### src/rtl/uart_rx_param.sv
// uart_rx_param: parametrised UART receiver with 2-flop input synchroniser,
// 3-sample majority vote around mid-bit, optional parity, 1 or 2 stop bits,
// and parity/framing/break reporting.
// Ports:
//   clk        system clock, rising edge
//   rst        asynchronous active-high reset
//   rx_serial  asynchronous serial line, idle high
//   rx_dv      one-cycle pulse, frame complete (out_data and flags valid)
//   rx_active  high while a frame is being received
//   out_data   received word, LSB first on the line, held between frames
//   parity_err parity mismatch in the last frame
//   frame_err  a stop-bit sample was 0 in the last frame
//   break_det  last frame had all data bits 0 and a framing error
module uart_rx_param #(
    parameter int unsigned CLKS_PER_BIT = 217,
    parameter int unsigned DATA_BITS    = 8,
    parameter int unsigned PARITY_EN    = 0,
    parameter int unsigned PARITY_ODD   = 0,
    parameter int unsigned STOP_BITS    = 1
) (
    input  logic                 clk,
    input  logic                 rst,
    input  logic                 rx_serial,
    output logic                 rx_dv,
    output logic                 rx_active,
    output logic [DATA_BITS-1:0] out_data,
    output logic                 parity_err,
    output logic                 frame_err,
    output logic                 break_det
);

    localparam int unsigned CNT_W = $clog2(CLKS_PER_BIT);
    localparam int unsigned IDX_W = $clog2(DATA_BITS);
    localparam int unsigned MID   = (CLKS_PER_BIT - 1) / 2;

    typedef enum logic [2:0] {IDLE, START, DATA, PARITY, STOP} state_t;

    state_t               state, state_n;
    logic                 sync1, rx_s;
    logic [CNT_W-1:0]     cnt, cnt_n;
    logic [IDX_W-1:0]     idx, idx_n;
    logic [DATA_BITS-1:0] shift, shift_n;
    logic [1:0]           smp, smp_n;
    logic                 par_flag, par_n;
    logic                 frm_flag, frm_n;
    logic                 stop_idx, stop_n;
    logic                 dv_n, active_n, perr_n, ferr_n, brk_n, frm_now;
    logic [DATA_BITS-1:0] data_n;

    logic bit_end, at_lo, at_mid, at_dec, maj;

    assign bit_end = (cnt == CNT_W'(CLKS_PER_BIT - 1));
    assign at_lo   = (cnt == CNT_W'(MID - 1));
    assign at_mid  = (cnt == CNT_W'(MID));
    assign at_dec  = (cnt == CNT_W'(MID + 1));
    // Majority of the two stored samples and the live sample at MID+1.
    assign maj     = (smp[0] & smp[1]) | (smp[0] & rx_s) | (smp[1] & rx_s);

    // State and datapath registers; synchroniser resets to idle-high.
    always_ff @(posedge clk or posedge rst) begin
        if (rst) begin
            sync1      <= 1'b1;
            rx_s       <= 1'b1;
            state      <= IDLE;
            cnt        <= '0;
            idx        <= '0;
            shift      <= '0;
            smp        <= '0;
            par_flag   <= 1'b0;
            frm_flag   <= 1'b0;
            stop_idx   <= 1'b0;
            rx_dv      <= 1'b0;
            rx_active  <= 1'b0;
            out_data   <= '0;
            parity_err <= 1'b0;
            frame_err  <= 1'b0;
            break_det  <= 1'b0;
        end else begin
            sync1      <= rx_serial;
            rx_s       <= sync1;
            state      <= state_n;
            cnt        <= cnt_n;
            idx        <= idx_n;
            shift      <= shift_n;
            smp        <= smp_n;
            par_flag   <= par_n;
            frm_flag   <= frm_n;
            stop_idx   <= stop_n;
            rx_dv      <= dv_n;
            rx_active  <= active_n;
            out_data   <= data_n;
            parity_err <= perr_n;
            frame_err  <= ferr_n;
            break_det  <= brk_n;
        end
    end

    // Next-state and next-output logic.
    always_comb begin
        state_n  = state;
        cnt_n    = bit_end ? '0 : cnt + 1'b1;
        idx_n    = idx;
        shift_n  = shift;
        smp_n    = smp;
        par_n    = par_flag;
        frm_n    = frm_flag;
        stop_n   = stop_idx;
        dv_n     = 1'b0;
        active_n = rx_active;
        data_n   = out_data;
        perr_n   = parity_err;
        ferr_n   = frame_err;
        brk_n    = break_det;
        frm_now  = frm_flag | ~maj;

        if (at_lo)  smp_n[0] = rx_s;
        if (at_mid) smp_n[1] = rx_s;

        case (state)
            IDLE: begin
                cnt_n  = '0;
                idx_n  = '0;
                stop_n = 1'b0;
                par_n  = 1'b0;
                frm_n  = 1'b0;
                if (!rx_s) begin
                    // The detecting cycle is cnt=0 of the start bit.
                    state_n  = START;
                    active_n = 1'b1;
                    cnt_n    = CNT_W'(1);
                end
            end
            START: begin
                if (at_dec && maj) begin
                    state_n  = IDLE;
                    active_n = 1'b0;
                    cnt_n    = '0;
                end else if (bit_end) begin
                    state_n = DATA;
                end
            end
            DATA: begin
                if (at_dec) shift_n[idx] = maj;
                if (bit_end) begin
                    if (idx == IDX_W'(DATA_BITS - 1)) begin
                        idx_n   = '0;
                        state_n = (PARITY_EN != 0) ? PARITY : STOP;
                    end else begin
                        idx_n = idx + 1'b1;
                    end
                end
            end
            PARITY: begin
                if (at_dec && (maj != ((^shift) ^ 1'(PARITY_ODD)))) par_n = 1'b1;
                if (bit_end) state_n = STOP;
            end
            STOP: begin
                if (at_dec) begin
                    if (stop_idx == 1'(STOP_BITS - 1)) begin
                        // Leave early at the last decision point for resync.
                        state_n  = IDLE;
                        cnt_n    = '0;
                        active_n = 1'b0;
                        dv_n     = 1'b1;
                        data_n   = shift;
                        perr_n   = par_flag;
                        ferr_n   = frm_now;
                        brk_n    = (shift == '0) & frm_now;
                    end else begin
                        frm_n = frm_now;
                    end
                end
                if (bit_end) stop_n = 1'b1;
            end
            default: begin
                state_n  = IDLE;
                cnt_n    = '0;
                active_n = 1'b0;
            end
        endcase
    end

endmodule

### config.mk
export PLATFORM = sky130hd
export DESIGN_NAME = uart_rx_param
export DESIGN_NICKNAME = d
export VERILOG_FILES = /design/src/rtl/uart_rx_param.sv
export SDC_FILE = /design/constraint.sdc
export NUM_CORES = 1
export LEC_CHECK = 0
export ABC_AREA = 1
export BUFFER_PORTS_ARGS = -buffer_cell sky130_fd_sc_hd__buf_2
export CAP_MARGIN = 0
export CORE_MARGIN = 2
export CORE_UTILIZATION = 60
export DETAILED_ROUTE_END_ITERATION = 16
export PLACE_DENSITY = 0.89
export SYNTH_ARGS = -nofsm -noshare
export SYNTH_HDL_FRONTEND = slang
export SYNTH_SLANG_ARGS = --single-unit
### constraint.sdc
create_clock -name clk -period 2.23 [get_ports clk]
set_input_delay 0.446 -clock clk [delete_from_list [all_inputs] [get_ports clk]]
set_output_delay 0.446 -clock clk [all_outputs]
set_load 0.02 [all_outputs]
# Yosys cells after proc, flatten, opt, wreduce, memory -nomap -nowiden

Cells that the tools add are included.

Flip-flop bits (word level): 42
Input port bits: 3

Mux-type cells: 36
Reductions and logical operators: 18
Equal/unequal tests: 21
Magnitude comparators: 2
Bitwise operators: 10
Add/sub/neg operators: 2

Operators by type and width:

| kind                  | count |
|---|---|
| $mux W8               | 4 |
| $pmux W8 S4           | 1 |
| $mux W3               | 10 |
| $eq A8 B7 Y1 const B  | 3 |
| $ne A2 B2 Y1 const B  | 10 |
| $pmux W3 S5           | 1 |
| $mux W1               | 13 |
| $add A8 B1 Y8 const B | 1 |
| $bwmux W8             | 1 |
| $eq A8 B8 Y1 const B  | 1 |
| $logic_not A8 Y1      | 1 |
| $reduce_and A2 Y1     | 4 |
| $reduce_xor A8 Y1     | 1 |
| $reduce_and A7 Y1     | 1 |
| $eq A3 B2 Y1 const B  | 2 |
| $eq A3 B3 Y1 const B  | 2 |
| $pmux W1 S2           | 3 |
| $pmux W3 S2           | 1 |
| $reduce_and A3 Y1     | 2 |
| $reduce_bool A2 Y1    | 3 |
| $reduce_and A5 Y1     | 1 |
| $and A1 B1 Y1         | 4 |
| $lt A3 B4 Y1 const B  | 1 |
| $pmux W1 S4           | 1 |
| other kinds (11)      | 17 |

# Logic depth before layout (Yosys ltp)

Depth after elaboration: 8
Gate-level depth with buffers: 11

# Worst setup path before layout

Ideal clock, no wire load.

Path type: register to register
From: register cnt[1]
To: register cnt[1]
Stages on the path, launching flop included: 10
Arrival: 1.252 ns
Setup time: 0.123 ns
Path buffers: 0
Path slack: 0.855 ns
Required time: 2.107 ns
Path through: dfrtp_1 > inv_1 > ha_1 > inv_1 > nor2_4 > nand2_4 > nand2_4 > nand2_2 > o21ai_4 > nor2_1

Longest elaborated chain between the ends: 5
Elaborated cells on any way between the ends: 9

Ends and longest elaborated chain:

| element                                       | RTL line | source |
|---|---|---|
| from (decl)                                   | 40       | `logic [CNT_W-1:0] cnt, cnt_n;` |
| from (signal assigned)                        | 82       | `cnt <= cnt_n;` |
| $add A8 B1 Y8 or $eq A8 B8 Y1 (tied branches) | 101, 52  |  |
| $mux W8                                       | 101      | `cnt_n = bit_end ? '0 : cnt + 1'b1;` |
| $mux W8                                       | 159      | `if (stop_idx == 1'(STOP_BITS - 1)) begin` |
| $mux W8                                       | 158      | `if (at_dec) begin` |
| $pmux W8 S4 *                                 | 119      | `case (state)` |
| net cnt_n[1]                                  | 40       |  |

Mark *: on every way through the listed nets, which the timed path passes. The rest lies on a longest branch.
A chain may end at the register's enable or synchronous reset.

# Final worst setup path

From: register cnt[1]
To: register out_data[0]

Longest elaborated chain between the ends: 2

Ends and longest elaborated chain:

| element                            | RTL line | source |
|---|---|---|
| $eq A8 B7 Y1                       | 55       | `assign at_dec = (cnt == CNT_W'(MID + 1));` |
| $reduce_and A3 Y1 (no source line) | n/a      |  |
| to (signal assigned)               | 91       | `out_data <= data_n;` |
| to (decl)                          | 26       | `output logic [DATA_BITS-1:0] out_data,` |

No other way between the ends.

==> impl_results.md <==
* First-pass GRT wire length at approximately 7300 um
* Post-synthesis cell area at about 0.0022 mm2
* Num rows at 22
* Slew Limit Fails at 0
* Clock Sinks at 42
* Clk_skew at between 0.008 and 0.009 ns
* Hold crit path type: in -> async
* CTS Hold Bufs at 0
* Vias in the first global route at 1,614
* Die height at roughly 65 um
* Iteration-0 DRC Markers at 124
* Yosys reg bits at between 40 and 50
* Unrepaired setup endpoints after global routing: false
* Starting Density at a little over 60%
* Synth top area cells: dfrtp_1 (45%), nand2_1 (10%), inv_1 (5.6%)
* Root buffer cell: clkbuf_8
* Synth unique cells at 28
* CTS Buf Count at 5
* Average routed wire per standard cell at roughly 13 um
* Measured slew at the worst slew-check pin at between 0.5 and 0.6 ns
* # DRC at 0
* Design Power at about 1400 uW
* CP Max Fanout at 20
* Pin count of the biggest net entering global routing at 21
* Width of the die at around 65 um
* Most used DFF post-synth: dfrtp_1
* Top cell type's share of synthesized area at a little under half
* Yosys top cell by area: dfrtp_1
* Post-Syn Area per Cell at approximately 9 um2
* Via count at 1,635
* Final Cell Area at around 0.0024 mm2
* Worst Setup Start Kind: flop
* Max VDD drop at 0.000329 V
* Pwr Density at between 500 and 600 mW/mm2
* DP Area at between 0.002 and 0.0025 mm2
* Register area share after synthesis at 47.8%
* Ys async rst share at 100%
* CP required at about 2.4 ns
* Final setup TNS at 0 ns
* CTS tree: built
* Grt total ovfl at 0
* IO Pins at 16
* Max-Cap Viols at 0
* Layout cells sized above 1 at approximately a fifth
* Clock buffer depth at 2
* Core area at ~0.0036 mm2
* Final Wtd Congestion at approximately 0.82
* GRT Overall Usage at a little under a quarter
* Outcome: completed
* Final setup violation count at 0
* Data arrival, critical path at roughly 1.8 ns
* Final nets at around 280
* ANT nets after route at 0
* Number of flops mapped to enable cells by yosys at 0
* Total iterations of the first detailed-routing run at 5
* Crit end category: flop
* Yosys Warn Count at 0
* Full die area at approximately 0.0042 mm2
* WHS at roughly 0.16 ns
* Tcrit/Tclk final at approximately three quarters
* Synthesized netlist cell count at between 200 and 250
* Antenna cells at 0
* Max frequency at about 600 MHz
* Net Count, Synth at about 260
* H-tree depth at 2
* P_leak at 0.00121 uW
* Setup CP Type: reg -> reg
* Final hold violation count at 0
* Post-CTS setup buffer count at 0
* Clk Latency, worst-skew pair at about 0.31 ns
* Synth-to-Final Area Change at 10.7%
* Post-CTS Resized at 0
* Initial antenna violation count at 0
* Hpwl dp at 3040 um
* Clock Pin Slew Worst Setup and Hold Paths at ~0.08 ns
* PortBufs at 15
* Rel. slew slack at between 60 and 70%
* Clock period minus worst slack at approximately 1.6 ns
* Routed WL at slightly above 4000 um
* Via-to-Cell Ratio at 5.11
## per-layer routing
metal  vias to the layer above  routed length, um  global-route usage (%)  part of all wire [%]
met4                         0                 86                    11.4                   2.1
met2                        37               1940                    35.9                    48
met1                       758               1860                    30.6                    46
li1                        834                  -                       -                     -
met3                         6                154                    5.38                   3.8
met5                         -                  0                       0                     0
## Yosys cell counts (4+ instances only)
cell,number
nand4_1,5
xnor2_1,5
nand3_1,19
o21ai_1,10
o21ai_2,8
ha_1,9
nor2_4,4
nand2_1,60
dfrtp_1,40
inv_1,33
nand2_2,7
xor2_1,5
nor2_1,17
o21ai_0,7
## cell usage in the layout, fill, tap and decap left out, types with 4 or more instances in the layout
cell / instances
nand2_2: 7
xnor2_1: 5
xor2_1: 5
o21ai_0: 7
o21ai_1: 10
clkbuf_8: 5
inv_1: 33
nand3_1: 19
buf_2: 15
o21ai_2: 8
nor2_1: 17
nand4_1: 5
ha_1: 9
dfrtp_1: 40
nand2_1: 60
nor2_4: 4
## where the power goes
part / leakage [uW] / internal, uW / switching [uW]
combinational: 0.000601 / 3.76 / 16.0
clock: 0.0000579 / 330 / 270
sequential: 0.000555 / 764 / 1.75
## logic make-up after synthesis
family	Yosys count	share of synthesized area (%)
adders and majority gates	9	5.11
and+or+nand+nor	120	26.1
buffers and inverters	38	7.50
xor gates and xnor gates	10	3.97
AOI/OAI and AO/OA	30	9.48
DFF	42	47.8
## through the flow
step                      worst slack [ns]  utilization, %  instances
after floorplan                      0.813               -        249
after global placement               0.649            64.6        312
after detailed placement             0.593            64.6        312
after CTS                            0.580            67.7        320
after global routing                 0.435            67.7        320
final                                0.582            67.7        320
## registers in the layout (all words and copies together), names as in the netlist
signal,flops
cnt,8
stop_idx,1
idx,3
shift,8
rx_s,1
sync1,1
state,3
frame_err,1
par_flag,1
out_data,8
parity_err,1
smp,2
break_det,1
rx_active,1
rx_dv,1
frm_flag,1
## critical path, cell delays in order (launching register included)
cell and delay [ns]:
dfrtp_1 0.40, inv_1 0.09, ha_1 0.14, inv_1 0.06, nor2_4 0.13, nand2_4 0.11
nor2_4 0.11, nand2_2 0.26, nand2_1 0.17, o21ai_2 0.07
## worst paths after layout
kind | from | endpoint | cells past startpoint | slack [ns]
min in group clk | rx_serial | sync1 | 1 | 0.24
max reg2reg | cnt[1] | out_data[0] | 9 | 0.58
max | cnt[1] | out_data[0] | 9 | 0.58
max in group asynchronous | rst | rx_s | 3 | 1.40
min | rst | shift[4] | 2 | 0.16
min reg2reg | sync1 | rx_s | 0 | 0.36
## cell type report
cell class | count | area, um2
clock buffer | 5 | 68.8
clock inverter | 3 | 40.0
fill | 266 | 1170
inverter | 36 | 143
multi-input combinational | 169 | 985
sequential | 42 | 1050
tap | 48 | 60.1
timing repair buffer | 17 | 90.1
Power figures use the tool's default switching activity.
